## src/rtl/dac_baseline_cal.sv

```systemverilog
// dac_baseline_cal: SAR search over the front-end offset DAC code so the measured
// ADC baseline lands as close to the target as possible without exceeding it.
// Drives dac_code/dacset into the baseline measurement block and consumes its
// bl_baseline/bl_done outputs.
// Optional feature macro: CAL_TOL_EN adds a tolerance input that lets the search stop
// early once the measurement is within tol counts of the target.

module dac_baseline_cal #(
    parameter int unsigned DACW   = 12,
    parameter int unsigned SETTLE = 64,
    parameter int unsigned TMO_W  = 12,
    parameter bit          INV    = 1'b0
) (
    input  logic            clk,
    input  logic            rst_n,
    input  logic            start,
    input  logic [13:0]     target,
`ifdef CAL_TOL_EN
    input  logic [7:0]      tol,
`endif
    input  logic [13:0]     bl_baseline,
    input  logic            bl_done,
    output logic            dacset,
    output logic [DACW-1:0] dac_code,
    output logic            dac_wr,
    output logic            busy,
    output logic            cal_done,
    output logic            cal_err,
    output logic [13:0]     cal_baseline
);

    localparam int unsigned IW = (DACW > 1) ? $clog2(DACW) : 1;
    localparam int unsigned SW = $clog2(SETTLE);

    localparam logic [SW-1:0]    SETTLE_LAST = SW'(SETTLE - 1);
    // Counter value on the last allowed REL/MEAS cycle; the next increment would
    // reach 2^TMO_W-1.
    localparam logic [TMO_W-1:0] TMO_LAST    = {{(TMO_W-1){1'b1}}, 1'b0};

    typedef enum logic [2:0] {
        StIdle,
        StSet,
        StRel,
        StMeas,
        StDec,
        StDone,
        StErr
    } state_e;

    state_e            state_q, state_d;
    logic [13:0]       target_q, target_d;
    logic [DACW-1:0]   code_q, code_d;
    logic [IW-1:0]     idx_q, idx_d;
    logic              final_q, final_d;
    logic [13:0]       meas_q, meas_d;
    logic [13:0]       base_q, base_d;
    logic [SW-1:0]     scnt_q, scnt_d;
    logic [TMO_W-1:0]  tmo_q, tmo_d;
    logic [IW-1:0]     idx_m1;
    logic              hi;
    logic              stop_now;

`ifdef CAL_TOL_EN
    logic [7:0]        tol_q, tol_d;
    logic [14:0]       diff;

    // Absolute distance between the latest measurement and the target
    always_comb begin
        if (meas_q >= target_q) begin
            diff = {1'b0, meas_q} - {1'b0, target_q};
        end else begin
            diff = {1'b0, target_q} - {1'b0, meas_q};
        end
    end

    assign stop_now = final_q || (diff <= {7'b0, tol_q});
`else
    assign stop_now = final_q;
`endif

    // With inverted polarity the "too high" test flips sides; equality keeps the bit
    // in both polarities.
    assign hi     = INV ? (meas_q < target_q) : (meas_q > target_q);
    assign idx_m1 = idx_q - 1'b1;

    // State and datapath registers
    always_ff @(posedge clk or negedge rst_n) begin
        if (!rst_n) begin
            state_q  <= StIdle;
            target_q <= '0;
            code_q   <= '0;
            idx_q    <= IW'(DACW - 1);
            final_q  <= 1'b0;
            meas_q   <= '0;
            base_q   <= '0;
            scnt_q   <= '0;
            tmo_q    <= '0;
`ifdef CAL_TOL_EN
            tol_q    <= '0;
`endif
        end else begin
            state_q  <= state_d;
            target_q <= target_d;
            code_q   <= code_d;
            idx_q    <= idx_d;
            final_q  <= final_d;
            meas_q   <= meas_d;
            base_q   <= base_d;
            scnt_q   <= scnt_d;
            tmo_q    <= tmo_d;
`ifdef CAL_TOL_EN
            tol_q    <= tol_d;
`endif
        end
    end

    // Next-state logic: start handling, settle/timeout counting and the SAR step
    always_comb begin
        state_d  = state_q;
        target_d = target_q;
        code_d   = code_q;
        idx_d    = idx_q;
        final_d  = final_q;
        meas_d   = meas_q;
        base_d   = base_q;
        scnt_d   = scnt_q;
        tmo_d    = tmo_q;
`ifdef CAL_TOL_EN
        tol_d    = tol_q;
`endif
        unique case (state_q)
            StIdle, StDone, StErr: begin
                if (start) begin
                    target_d         = target;
`ifdef CAL_TOL_EN
                    tol_d            = tol;
`endif
                    code_d           = '0;
                    code_d[DACW-1]   = 1'b1;
                    idx_d            = IW'(DACW - 1);
                    final_d          = 1'b0;
                    scnt_d           = '0;
                    state_d          = StSet;
                end
            end
            StSet: begin
                if (scnt_q == SETTLE_LAST) begin
                    scnt_d  = '0;
                    tmo_d   = '0;
                    state_d = StRel;
                end else begin
                    scnt_d = scnt_q + 1'b1;
                end
            end
            StRel: begin
                // Wait for the stale done of the previous measurement to clear
                if (tmo_q == TMO_LAST) begin
                    state_d = StErr;
                end else begin
                    tmo_d = tmo_q + 1'b1;
                    if (!bl_done) begin
                        state_d = StMeas;
                    end
                end
            end
            StMeas: begin
                if (tmo_q == TMO_LAST) begin
                    state_d = StErr;
                end else begin
                    tmo_d = tmo_q + 1'b1;
                    if (bl_done) begin
                        meas_d  = bl_baseline;
                        state_d = StDec;
                    end
                end
            end
            StDec: begin
                if (stop_now) begin
                    base_d  = meas_q;
                    state_d = StDone;
                end else begin
                    if (hi) begin
                        code_d[idx_q] = 1'b0;
                    end
                    if (idx_q != '0) begin
                        code_d[idx_m1] = 1'b1;
                        idx_d          = idx_m1;
                    end else begin
                        final_d = 1'b1;
                    end
                    scnt_d  = '0;
                    state_d = StSet;
                end
            end
            default: state_d = StIdle;
        endcase
    end

    // Outputs decoded from state so an async reset clears them immediately
    always_comb begin
        dacset       = (state_q == StSet);
        dac_wr       = (state_q == StSet) && (scnt_q == '0);
        busy         = (state_q == StSet) || (state_q == StRel) ||
                       (state_q == StMeas) || (state_q == StDec);
        cal_done     = (state_q == StDone);
        cal_err      = (state_q == StErr);
        dac_code     = code_q;
        cal_baseline = base_q;
    end

endmodule

```

## config.mk

```make
export PLATFORM = sky130hd
export DESIGN_NAME = dac_baseline_cal
export DESIGN_NICKNAME = d
export VERILOG_FILES = /design/src/rtl/dac_baseline_cal.sv
export SDC_FILE = /design/constraint.sdc
export NUM_CORES = 1
export LEC_CHECK = 0
export ABC_AREA = 1
export BUFFER_PORTS_ARGS = -buffer_cell sky130_fd_sc_hd__buf_2
export CAP_MARGIN = 20
export CORE_MARGIN = 5
export CORE_UTILIZATION = 30
export CTS_CLUSTER_SIZE = 14
export DETAILED_ROUTE_END_ITERATION = 12
export HOLD_SLACK_MARGIN = 0.03
export PLACE_DENSITY_LB_ADDON = 0.05
export SYNTH_ARGS = -nofsm -noshare
export SYNTH_HDL_FRONTEND = slang
export SYNTH_SLANG_ARGS = --single-unit
```

## constraint.sdc

```tcl
create_clock -name clk -period 2.2 [get_ports clk]
set_input_delay 0.11 -clock clk [delete_from_list [all_inputs] [get_ports clk]]
set_output_delay 0.11 -clock clk [all_outputs]
set_load 0.005 [all_outputs]
```

==> results.txt, run 1 <==
- In this run the tightest slew margin relative to its limit is 65.6%.
* Sum Neg Setup Slack: 0 ns
* Violation count after the first detailed-route iteration: 201
- Number of iterations in the first detailed-routing pass: 4
- In the routed layout, each cell is associated on average with a via count of 4.59.
* Area added between synthesis and finish: 23.7%
- Clock tree synthesis selected as its root buffer the cell sky130_fd_sc_hd__clkbuf_16.
- The largest single stage delay on the critical path is around 0.4 ns.
* Max FO, Critical Path: 12
- Multi-input combinational cell area: 0.00207 mm^2
* Layout cells sized above 1: 16.6%
- Drt drc: 0
* Buffer levels on the longest clock path: 2
- Largest net degree at the start of global routing: 39
* Tmin final: approximately 2.0 ns
* Result of the run: finished, final reports clean
* Core region area: 0.0150 mm^2
- CTS saw 80 sinks.
- Number of maximum-capacitance violations: 0
* Number of nets with antenna violations after detailed routing: 0
- After floorplanning, the core was divided into between 40 and 50 placement rows.
- Cell breakdown of the critical path: ha_1 > nand2_1 > nor2_1 > inv_1 > nor2_1 > nand3b_1 > nand3_1 > nor2_1 > nor2_1
- Overall power consumption after layout is estimated at 6.93 mW.
- Most used cell, CP: sky130_fd_sc_hd__nor2_1
* Static Leakage: 2.85 nW
- GP Congestion: ~0.86
- Register Area: 0.00201 mm^2
- Source-to-sink clock delay at the later pin of the worst-skew pair: between 0.3 and 0.4 ns
- Among cell families on the critical path, the largest total delay comes from simple AND/OR/NAND/NOR gates.
- In this run the vertical extent of the chip is 133 um.
- After synthesis, the netlist uses 33 different library cells.
- After routing the design area is 0.00560 mm^2.
* WP data required: 2.48 ns
- For this run, the number of Yosys warnings is 0.
- Die width: 133 um
- TritonCTS built the clock tree.
- Setup violations, final: 0
- The initial antenna violation count was 0.
- Maximum resistive drop on vdd: roughly 0.00042 V
* Number of buffers added by the clock tree synthesis step: 9
- Clock input transition at the sequential cells of the worst setup and hold paths: 0.07 ns
* Syn nets: 640
- Count of nets after finishing: 730
* Mean Syn Cell Area: 7.73 um^2
* Kind of end point of the critical path: flip-flop
* Total of fill cells in the finished design: 1,624
* Ant. Diodes: 0
* Total global routing overflow: 0
- Wire length of the first global-routing pass: between 20,000 and 25,000 um
* Cell with the largest stage delay on the worst path: sky130_fd_sc_hd__dfrtp_1
* Class of the most critical setup path: reg -> reg
- Buf+Inv Stages, Crit Path: 1
* GR Util All Layers: 14.5%
* Total of buffers placed on input and output ports: 62
* Synthesized cell area: 0.00453 mm^2
- Placed standard-cell area: 0.00499 mm^2
- Setup slack after layout: around 0.24 ns
- CTS built an H-tree with a depth of 3.
* Routed wirelength normalized by instance count: 13.6 um
- Final Cycle Share: about nine tenths
- Synth Instances: 586
- Setup clock skew after layout: 0.00592 ns
- STA classifies the critical path startpoint as a flip-flop.
* Hold Path Class: in -> reg
- Area share of the leading cell type in the synthesized netlist: 42.6%
* Post-synthesis sequential area ratio: 44.3%
- Timing analysis after detailed placement gives a worst setup slack of 0.250 ns.
- Largest area contributor in the netlist: sky130_fd_sc_hd__dfrtp_1
- Total number of vias: 3,990
- The number of hold-slack violations in the final timing report was 0.
- Power density cells: 1240 mW/mm^2
- Area of the die: 0.0177 mm^2
- Once the floorplan was initialized, standard cells occupied 30.2% of the core.
- Max frequency: 511 MHz
* Unrepaired setup endpoints after global routing: false
* WL final: 11,800 um
- In this run the count of I/O pins placed on the die edge is 63.
* Number of synthesized register bits: 80
- The number of pins exceeding their max-slew limit in the final report came to 0.
- Slew of the pin with the lowest slew margin: 0.514 ns
* Via count of the first global-routing pass: approximately 4,100
* Signal arrival time at the worst endpoint: around 2.2 ns
* Top area cells in the synthesized netlist: sky130_fd_sc_hd__dfrtp_1 (43%), sky130_fd_sc_hd__nand2_1 (15%), sky130_fd_sc_hd__inv_1 (6.5%)
- Half-perimeter wire length of the detailed placement result: 8640 um
==> stage by stage <==
stage | std cells | utilization, % | hold slack, ns
2_1_floorplan | 586 | - | -0.186
3_3_place_gp | 825 | 33.3 | 0.0466
3_5_place_dp | 825 | 33.3 | 0.0499
4_1_cts | 869 | 37.4 | 0.0385
5_1_grt | 869 | 37.4 | 0.102
6_report | 869 | 37.4 | 0.0543
==> repair_timing <==
item	in CTS	in global routing
gates resized for setup	0	0
hold buffers	28	0
hold endpoints to repair	67	0
buffers inserted	0	0
==> logic make-up after synthesis <==
kind of cell | count (synthesis) | share of synthesized area, %
AOI/OAI and AO/OA | 76 | 9.23
xor gates and xnor gates | 2 | 0.387
adders and majority gates | 22 | 6.08
buffers and inverters | 101 | 9.97
DFF | 80 | 44.3
and+or+nand+nor | 305 | 30.0
==> layer usage <==
metal	share of wire, %	up-vias	GRT usage, %
met4	1.8	0	5.89
met5	0	-	0
li1	-	2041	-
met1	48	1886	18.8
met2	47	48	23.5
met3	2.9	15	3.00
==> tightest hold or removal path, cell delays in order <==
cell and delay [ns]:
sky130_fd_sc_hd__buf_2 0.07, sky130_fd_sc_hd__inv_1 0.06, sky130_fd_sc_hd__o21ai_1 0.12
==> Yosys cell counts <==
cell	count
sky130_fd_sc_hd__nand2_1	181
sky130_fd_sc_hd__inv_1	79
sky130_fd_sc_hd__dfrtp_1	77
sky130_fd_sc_hd__nor2_1	49
sky130_fd_sc_hd__o21ai_0	33
sky130_fd_sc_hd__nand3_1	31
sky130_fd_sc_hd__ha_1	22
sky130_fd_sc_hd__o21ai_1	20
sky130_fd_sc_hd__nand4_1	17
sky130_fd_sc_hd__a21oi_1	13
sky130_fd_sc_hd__buf_6	7
sky130_fd_sc_hd__inv_2	6
sky130_fd_sc_hd__nor3_1	6
sky130_fd_sc_hd__nand2_2	4
sky130_fd_sc_hd__nand3b_1	4
sky130_fd_sc_hd__buf_2	3
sky130_fd_sc_hd__buf_4	3
sky130_fd_sc_hd__dfstp_2	3
sky130_fd_sc_hd__nand3_2	3
sky130_fd_sc_hd__nand3_4	3
sky130_fd_sc_hd__o21bai_1	3
sky130_fd_sc_hd__a21oi_2	2
sky130_fd_sc_hd__inv_4	2
sky130_fd_sc_hd__nand2_4	2
sky130_fd_sc_hd__nor2_2	2
sky130_fd_sc_hd__nor2_4	2
sky130_fd_sc_hd__o31ai_1	2
sky130_fd_sc_hd__xor2_1	2
sky130_fd_sc_hd__a21oi_4	1
sky130_fd_sc_hd__clkbuf_1	1
sky130_fd_sc_hd__nor3_2	1
sky130_fd_sc_hd__o211ai_1	1
sky130_fd_sc_hd__o21ai_2	1
==> cells in the final DEF (no fill, tap or decap), drive strengths merged <==
cell         instances
dlygate4sd3         28
o211ai               1
nand4               17
a21oi               16
nor3                 7
bufinv               2
buf                 65
inv                 90
o21bai               3
clkbuf               9
nor2                53
nand2              187
clkinvlp             1
ha                  22
clkinv               1
xor2                 2
o31ai                2
nand3b               4
dfstp                3
nand3               37
dfrtp               77
o21ai               54
==> registers in the layout, indices dropped and copies added (netlist names) <==
register      cells
idx_q             4
dac_code         12
target_q         14
cal_baseline     14
final_q           1
state_q           3
scnt_q            6
meas_q           14
tmo_q            12
==> worst paths after layout <==
check                                       from          endpoint  slack (ns)  cells past startpoint
max in group asynchronous                  rst_n      dac_code[11]        1.36                      3
worst min-delay path              bl_baseline[3]         meas_q[3]        0.05                      3
worst max register to register        meas_q[13]       dac_code[0]        0.24                      9
worst max-delay path                  meas_q[13]       dac_code[0]        0.24                      9
min in group asynchronous                  rst_n   cal_baseline[4]        0.21                      2
worst min register to register  cal_baseline[10]  cal_baseline[10]        0.48                      2
==> power by group <==
group / total (mW) / internal [mW] / switching (mW)
registers: 2.30 / 1.95 / 0.351
logic: 2.94 / 0.997 / 1.95
clock network: 1.69 / 1.01 / 0.682
==> layout make-up <==
| type | instances | area share, % |
|---|---|---|
| sequential | 80 | 35.8 |
| clock buffer | 9 | 4.02 |
| multi-input combinational | 405 | 37.0 |
| clock inverter | 7 | 1.83 |
| tap | 188 | 4.20 |
| timing repair buffer | 93 | 11.2 |
| inverter | 87 | 5.92 |
No activity file was read; power rests on OpenSTA's default activity.
==> inputs of run 2 (changes only) <==
==> constraint.sdc (replaced) <==
create_clock -name clk -period 2.2 [get_ports clk]
set_input_delay 0.44 -clock clk [delete_from_list [all_inputs] [get_ports clk]]
set_output_delay 0.44 -clock clk [all_outputs]
set_load 0.005 [all_outputs]
==> run 2 against run 1 <==
Compared with the run above: sequential power barely moved; combinational power barely moved; maximum frequency is 1.5% lower; critical endpoint is now busy; highest routed layer unchanged.
==> results.txt, run 2 (same netlist as run 1, synthesis figures left out) <==
* Signal arrival time at the worst endpoint: 1.55 ns (-0.68 ns)
- The number of clock buffers inserted by TritonCTS is 9 (unchanged).
- The number of placement rows was 45 (unchanged).
- The power density normalized to cell area is 1290 mW/mm^2 (+3.8%).
- Number of buffers added for setup after CTS: 0 (unchanged)
- CTS Root Cell: sky130_fd_sc_hd__clkbuf_16
- Setup violations, final: 0 (unchanged)
- The clock slew seen by the registers of the worst setup and hold paths came to 0.06 ns (about the same).
- The ratio of cells with drive above 1 in the final layout is 17.3% (+0.69 points).
- The routed length per instance came to 13.9 um (+2.3%).
- Core region area: 0.0150 mm^2 (unchanged)
* Source-to-sink clock delay at the later pin of the worst-skew pair: 0.34 ns (about the same)
- The floorplan die width is 133 um (unchanged).
- Initial cell density of the core: 30.2% (unchanged)
- Unrepaired setup endpoints after global routing: false
- Number of endpoints with negative hold slack in the final report: 0 (unchanged)
- GP Congestion: 0.821 (-4.1%)
- Number of levels in the clock H-tree: 3 (unchanged)
- The aggregate global routing overflow was 0 (unchanged).
- WL final: 11,700 um (-0.89%)
* Type of origin of the critical path: flip-flop
- Slew of the pin with the lowest slew margin: 0.526 ns (+0.0121 ns)
* Tmin final: 1.99 ns (+0.0306 ns)
- The via count of the first global-routing pass was 3,991 (-3.0%).
- Count of nets after finishing: 703 (-3.7%)
* Setup clock skew after layout: 0.00658 ns (+0.000668 ns)
* Total number of vias: 3,873 (-2.9%)
- The residual antenna-violating net count after detailed routing was 0 (unchanged).
- The placed instance count was 826 (+0.12%).
- The ratio of routed vias to standard cells was 4.60 (+0.18%).
- The hold-fix buffer count after cts came to 0 (-100%).
- The maximum fanout count along the critical path was 8 (-4).
- The cell area after placement is 0.00500 mm^2 (+0.15%).
- In the layout the commonest cells are sky130_fd_sc_hd__nand2_1 (181), sky130_fd_sc_hd__inv_1 (79), sky130_fd_sc_hd__dfrtp_1 (77), sky130_fd_sc_hd__buf_2 (61), sky130_fd_sc_hd__nor2_1 (49).
- Final Max Tran Viols: 0 (unchanged)
* Buffer levels on the longest clock path: 2 (unchanged)
- The total number of clock tree sinks is 80 (unchanged).
* Area added between synthesis and finish: 17.3%
* Ant. Diodes: 0 (unchanged)
- Setup slack after layout: 0.214 ns (-0.0306 ns)
- Violation count after the first detailed-route iteration: 157 (-22%)
- The half-perimeter wire length of the detailed placement result is 8810 um (+2.0%).
- Area of the die: 0.0177 mm^2 (unchanged)
* GR Util All Layers: 14.3% (-0.20 points)
- The run finished with clean final reports.
* Total of buffers placed on input and output ports: 62 (unchanged)
* WP data required: 1.76 ns (-0.72 ns)
* Leading cell type in the layout, fill and taps excluded: sky130_fd_sc_hd__nand2_1
- Antenna violations before repair: 0 (unchanged)
- Kind of end point of the critical path: primary output
- Wire length of the first global-routing pass: 20,300 um (-1.7%)
- Hold Path Class: in -> async
- TritonCTS built the clock tree.
* Drt drc: 0 (unchanged)
- The number of gates resized after cts is 0 (unchanged).
- The worst ir drop on vdd came to 0.000401 V (-5.5%).
- Crit. Startpoint: state_q[0]
* Final std cell area, no fill: 0.00531 mm^2 (-5.1%)
- Total power: 6.83 mW (-1.5%)
- The leakage component of the power came to 2.73 nW (-4.0%).
- The number of max-cap violations came to 0 (unchanged).
* I/O pin count: 63 (unchanged)
- Depth of the worst register-to-register path: 9 (unchanged)
- Placement Setup Slack: 0.258 ns (+0.00787 ns)
- The die height is 133 um (unchanged).
* Slew headroom: 64.8% (-0.81 points)
- The minimum hold slack is 0.0739 ns (+0.0196 ns).
* Final cell count without fillers: 842 (-3.1%)
- The largest net degree at the start of global routing was 38 (-2.6%).
- R2r startpoint: meas_q[13]
* Class of the most critical setup path: reg -> out
* Final core utilization: 35.5% (-1.9 points)
- The achievable clock frequency came to 503 MHz (-1.5%).
- Sum Neg Setup Slack: 0 ns (unchanged)
- The post-route clock period utilization is 90.3% (+1.4 points).
- The detailed-routing iteration count for the pre-antenna-repair pass came to 4 (unchanged).
==> run 2: worst max-delay path, cell delays in order (launching register included) <==
cell                      delay [ns]
sky130_fd_sc_hd__dfrtp_1        0.48
sky130_fd_sc_hd__nor2_2         0.23
sky130_fd_sc_hd__nand2_1        0.24
sky130_fd_sc_hd__nand2_1        0.14
sky130_fd_sc_hd__buf_2          0.12
==> run 2: power breakdown <==
| group | total, mW | internal (mW) | switching (mW) | leakage [nW] |
|---|---|---|---|---|
| Clock | 1.62 | 0.991 | 0.627 | 0.156 |
| Combinational | 2.91 | 0.967 | 1.94 | 1.53 |
| Sequential | 2.31 | 1.95 | 0.357 | 1.05 |
==> run 2: final cells by class <==
| type | count | area [um^2] |
|---|---|---|
| fillers | 1618 | 9670 |
| multi-input cells | 405 | 2070 |
| flip-flops and latches | 80 | 2010 |
| repair buffers | 66 | 355 |
| inverters | 87 | 332 |
| well taps | 188 | 235 |
| clock buffers | 10 | 229 |
| clock inverters | 6 | 83.8 |
==> run 2: worst paths after layout <==
kind | end | slack [ns]
min in group clk | target_q[12] | 0.31
setup reg to reg | dac_code[4] | 0.26
hold / removal | tmo_q[10] | 0.07
setup / recovery | busy | 0.21
hold reg to reg | cal_baseline[10] | 0.47
max in group asynchronous | idx_q[1] | 1.49
==> run 2: metal layers <==
layer  global-route usage (%)  routed length (um)
met5                        0                   0
met4                     5.25                 170
met3                     2.97                 380
met2                     23.4                5700
met1                     18.6                5490
==> inputs of run 3 (changes only) <==
--- a/config.mk
+++ b/config.mk
@@ -14,6 +14,7 @@
 export DETAILED_ROUTE_END_ITERATION = 12
 export HOLD_SLACK_MARGIN = 0.03
 export PLACE_DENSITY_LB_ADDON = 0.05
+export RECOVER_POWER = 25
 export SYNTH_ARGS = -nofsm -noshare
 export SYNTH_HDL_FRONTEND = slang
 export SYNTH_SLANG_ARGS = --single-unit
==> run 3 against run 2 <==
Compared with the run above: wire length barely moved; setup slack got worse by 0.0068 ns; clock power barely moved; global-route usage did not move; non-clock buffer count did not move; final cell count did not move; sequential power barely moved; register-to-register slack barely moved; hold slack improved by 0.17 ns; clock-buffer cell count did not move; die area did not move.
==> results.txt, run 3 (same netlist as run 1, synthesis figures left out) <==
- The ratio of routed vias to standard cells is 4.60 (about the same).
* Final Max Tran Viols: 0 (unchanged)
* Number of levels in the clock H-tree: 3 (unchanged)
* Buffer levels on the longest clock path: 2 (unchanged)
- The slew at the pin with the worst max-slew slack came to 0.951 ns (+0.425 ns).
* Crit. Startpoint: state_q[0]
- The area growth from synthesis to layout is 16.8%.
- The total routing usage reported by global routing came to 14.3% (unchanged).
- The total number of clock tree sinks is 80 (unchanged).
* Antenna violations before repair: 0 (unchanged)
* Count of nets after finishing: 703 (unchanged)
- Class of the most critical setup path: reg -> out
- I/O pin count: 63 (unchanged)
- Total of fill cells in the finished design: 1,620 (+0.12%)
* Number of endpoints with negative hold slack in the final report: 0 (unchanged)
- Violation count after the first detailed-route iteration: 150 (-4.5%)
- Setup repair after global routing left no endpoint under its margin.
* Number of buffers added for setup after CTS: 0 (unchanged)
- The via count of the first global-routing pass came to 3,991 (unchanged).
- Register share of total power: 33.8% (about the same)
- The count of inserted antenna diode cells was 0 (unchanged).
- Type of origin of the critical path: flip-flop
- The weighted congestion reported at the end of routability-driven placement is 0.821 (unchanged).
- The floorplan die width came to 133 um (unchanged).
* Half-perimeter wire length of the detailed placement result: 8810 um (unchanged)
- WL final: 11,700 um (about the same)
- Commonest cells after routing, fill and taps aside: sky130_fd_sc_hd__nand2_1 (181), sky130_fd_sc_hd__inv_1 (79), sky130_fd_sc_hd__dfrtp_1 (77), sky130_fd_sc_hd__buf_2 (61), sky130_fd_sc_hd__nor2_1 (49)
- Initial cell density of the core: 30.2% (unchanged)
- The library cell used most frequently in the layout, excluding fill and tap cells, is sky130_fd_sc_hd__nand2_1.
- The die height came to 133 um (unchanged).
- The clock insertion delay at the later pin of the skew report was 0.34 ns (about the same).
- The post-layout minimum cycle time was 1.99 ns (+0.00678 ns).
- Routed wirelength normalized by instance count: 13.9 um (about the same)
* Layout cells sized above 1: 17.1% (-0.15 points)
* Number of nets with antenna violations after detailed routing: 0 (unchanged)
- The number of max-cap violations was 0 (unchanged).
- Core region area: 0.0150 mm^2 (unchanged)
- Setup violations, final: 0 (unchanged)
* Gate power share: 42.5% (about the same)
- The tree is rooted in a sky130_fd_sc_hd__clkbuf_16.
- Area of the die: 0.0177 mm^2 (unchanged)
- Number of buffers added by the clock tree synthesis step: 9 (unchanged)
- The accumulated negative setup slack was 0 ns (unchanged).
- The cell depth of the worst flop-to-flop path was 9 (unchanged).
- The first-pass GRT wire length came to 20,300 um (unchanged).
* Result of the run: finished, final reports clean
- The hold-fix buffer count after cts came to 0 (unchanged).
- Signal arrival time at the worst endpoint: 1.55 ns (about the same)
* Drt drc: 0 (unchanged)
- Sw frac: 42.8% (+0.048 points)
* Kind of end point of the critical path: primary output
* Total global routing overflow: 0 (unchanged)
- The post-route clock period utilization is 90.6% (+0.31 points).
* Maximum resistive drop on vdd: 0.000403 V (+0.68%)
- The achievable clock frequency is 502 MHz (-0.34%).
* Endpoint of the worst register-to-register path: dac_code[7]
- The largest net degree at the start of global routing was 38 (unchanged).
* R2r startpoint: meas_q[13]
- Cell internal pwr: 3.90 mW (-0.12%)
- The number of gates resized after cts was 0 (unchanged).
- Number of iterations in the first detailed-routing pass: 4 (unchanged)
- Static Leakage: 2.72 nW (-0.35%)
- Critical path destination: busy
- Placement Setup Slack: 0.258 ns (unchanged)
- The reg2reg setup slack is 0.26 ns (about the same).
* Row count: 45 (unchanged)
- The quantity of I/O buffers inserted on ports was 62 (unchanged).
* Power density cells: 1290 mW/mm^2 (+0.36%)
- The clock slew seen by the registers of the worst setup and hold paths is 0.06 ns (about the same).
* Hold Path Class: in -> async
* Slew headroom: 36.6% (-28 points)
- Max FO, Critical Path: 8 (unchanged)
* Share of total power in the clock network: 23.7% (about the same)
- The count of vias placed by the detailed router came to 3,876 (+0.077%).
- Setup slack after layout: 0.207 ns (-0.00678 ns)
- Setup clock skew after layout: 0.00708 ns (+0.000496 ns)
- P_sw: 2.93 mW (about the same)
- Clock tree from TritonCTS: done
- WP data required: 1.76 ns (about the same)
==> run 3: metal layers <==
metal	wire (um)	global-route usage (%)	vias up
met1	5490	18.6	1816
met2	5690	23.4	61
met3	343	2.97	15
li1	-	-	1984
met4	211	5.25	0
met5	0	0	-
==> run 3: worst max-delay path, stage by stage, from the launching register on <==
cell                      delay [ns]
sky130_fd_sc_hd__dfrtp_1        0.48
sky130_fd_sc_hd__nor2_2         0.23
sky130_fd_sc_hd__nand2_1        0.24
sky130_fd_sc_hd__nand2_1        0.14
sky130_fd_sc_hd__buf_2          0.12
==> run 3: through the flow <==
step                      hold WS (ns)  power (mW)  instance area (um^2)  utilization, %  cells
final                            0.240        6.83                  5290            35.3    842
after global routing             0.311        7.53                  5290            35.3    842
after CTS                       0.0871        6.96                  5310            35.5    842
after detailed placement         0.458        5.29                  5000            33.4    826
after global placement           0.461        5.28                  5000            33.4    826
after floorplan                  0.144        4.54                  4530               -    586
==> run 3: worst min-delay path by stage <==
stage / start / end / depth (start not counted)
after floorplan: rst_n / cal_baseline[0] / 0
after global placement: cal_baseline[9] / cal_baseline[9] / 2
after detailed placement: rst_n / tmo_q[3] / 1
after CTS: rst_n / tmo_q[7] / 1
after global routing: target[12] / target_q[12] / 3
final: rst_n / tmo_q[10] / 1
==> run 3: layout make-up <==
cell class                 count  area (um^2)  area share [%]
clock buffer                  10          229            4.33
clock inverter                 6         83.8            1.58
inverter                      87          332            6.27
multi-input combinational    405         2070            39.1
sequential                    80         2010            37.9
tap                          188          235            4.45
timing repair buffer          66          334            6.32
==> run 3: power groups by stage <==
| stage | clock network [mW] | logic [mW] | registers (mW) |
|---|---|---|---|
| 6_report | 1.62 | 2.90 | 2.31 |
| 5_1_grt | 1.72 | 3.43 | 2.37 |
| 4_1_cts | 1.67 | 2.97 | 2.31 |
| 3_5_place_dp | 0 | 2.95 | 2.34 |
| 3_3_place_gp | 0 | 2.95 | 2.32 |
| 2_1_floorplan | 0 | 2.33 | 2.21 |
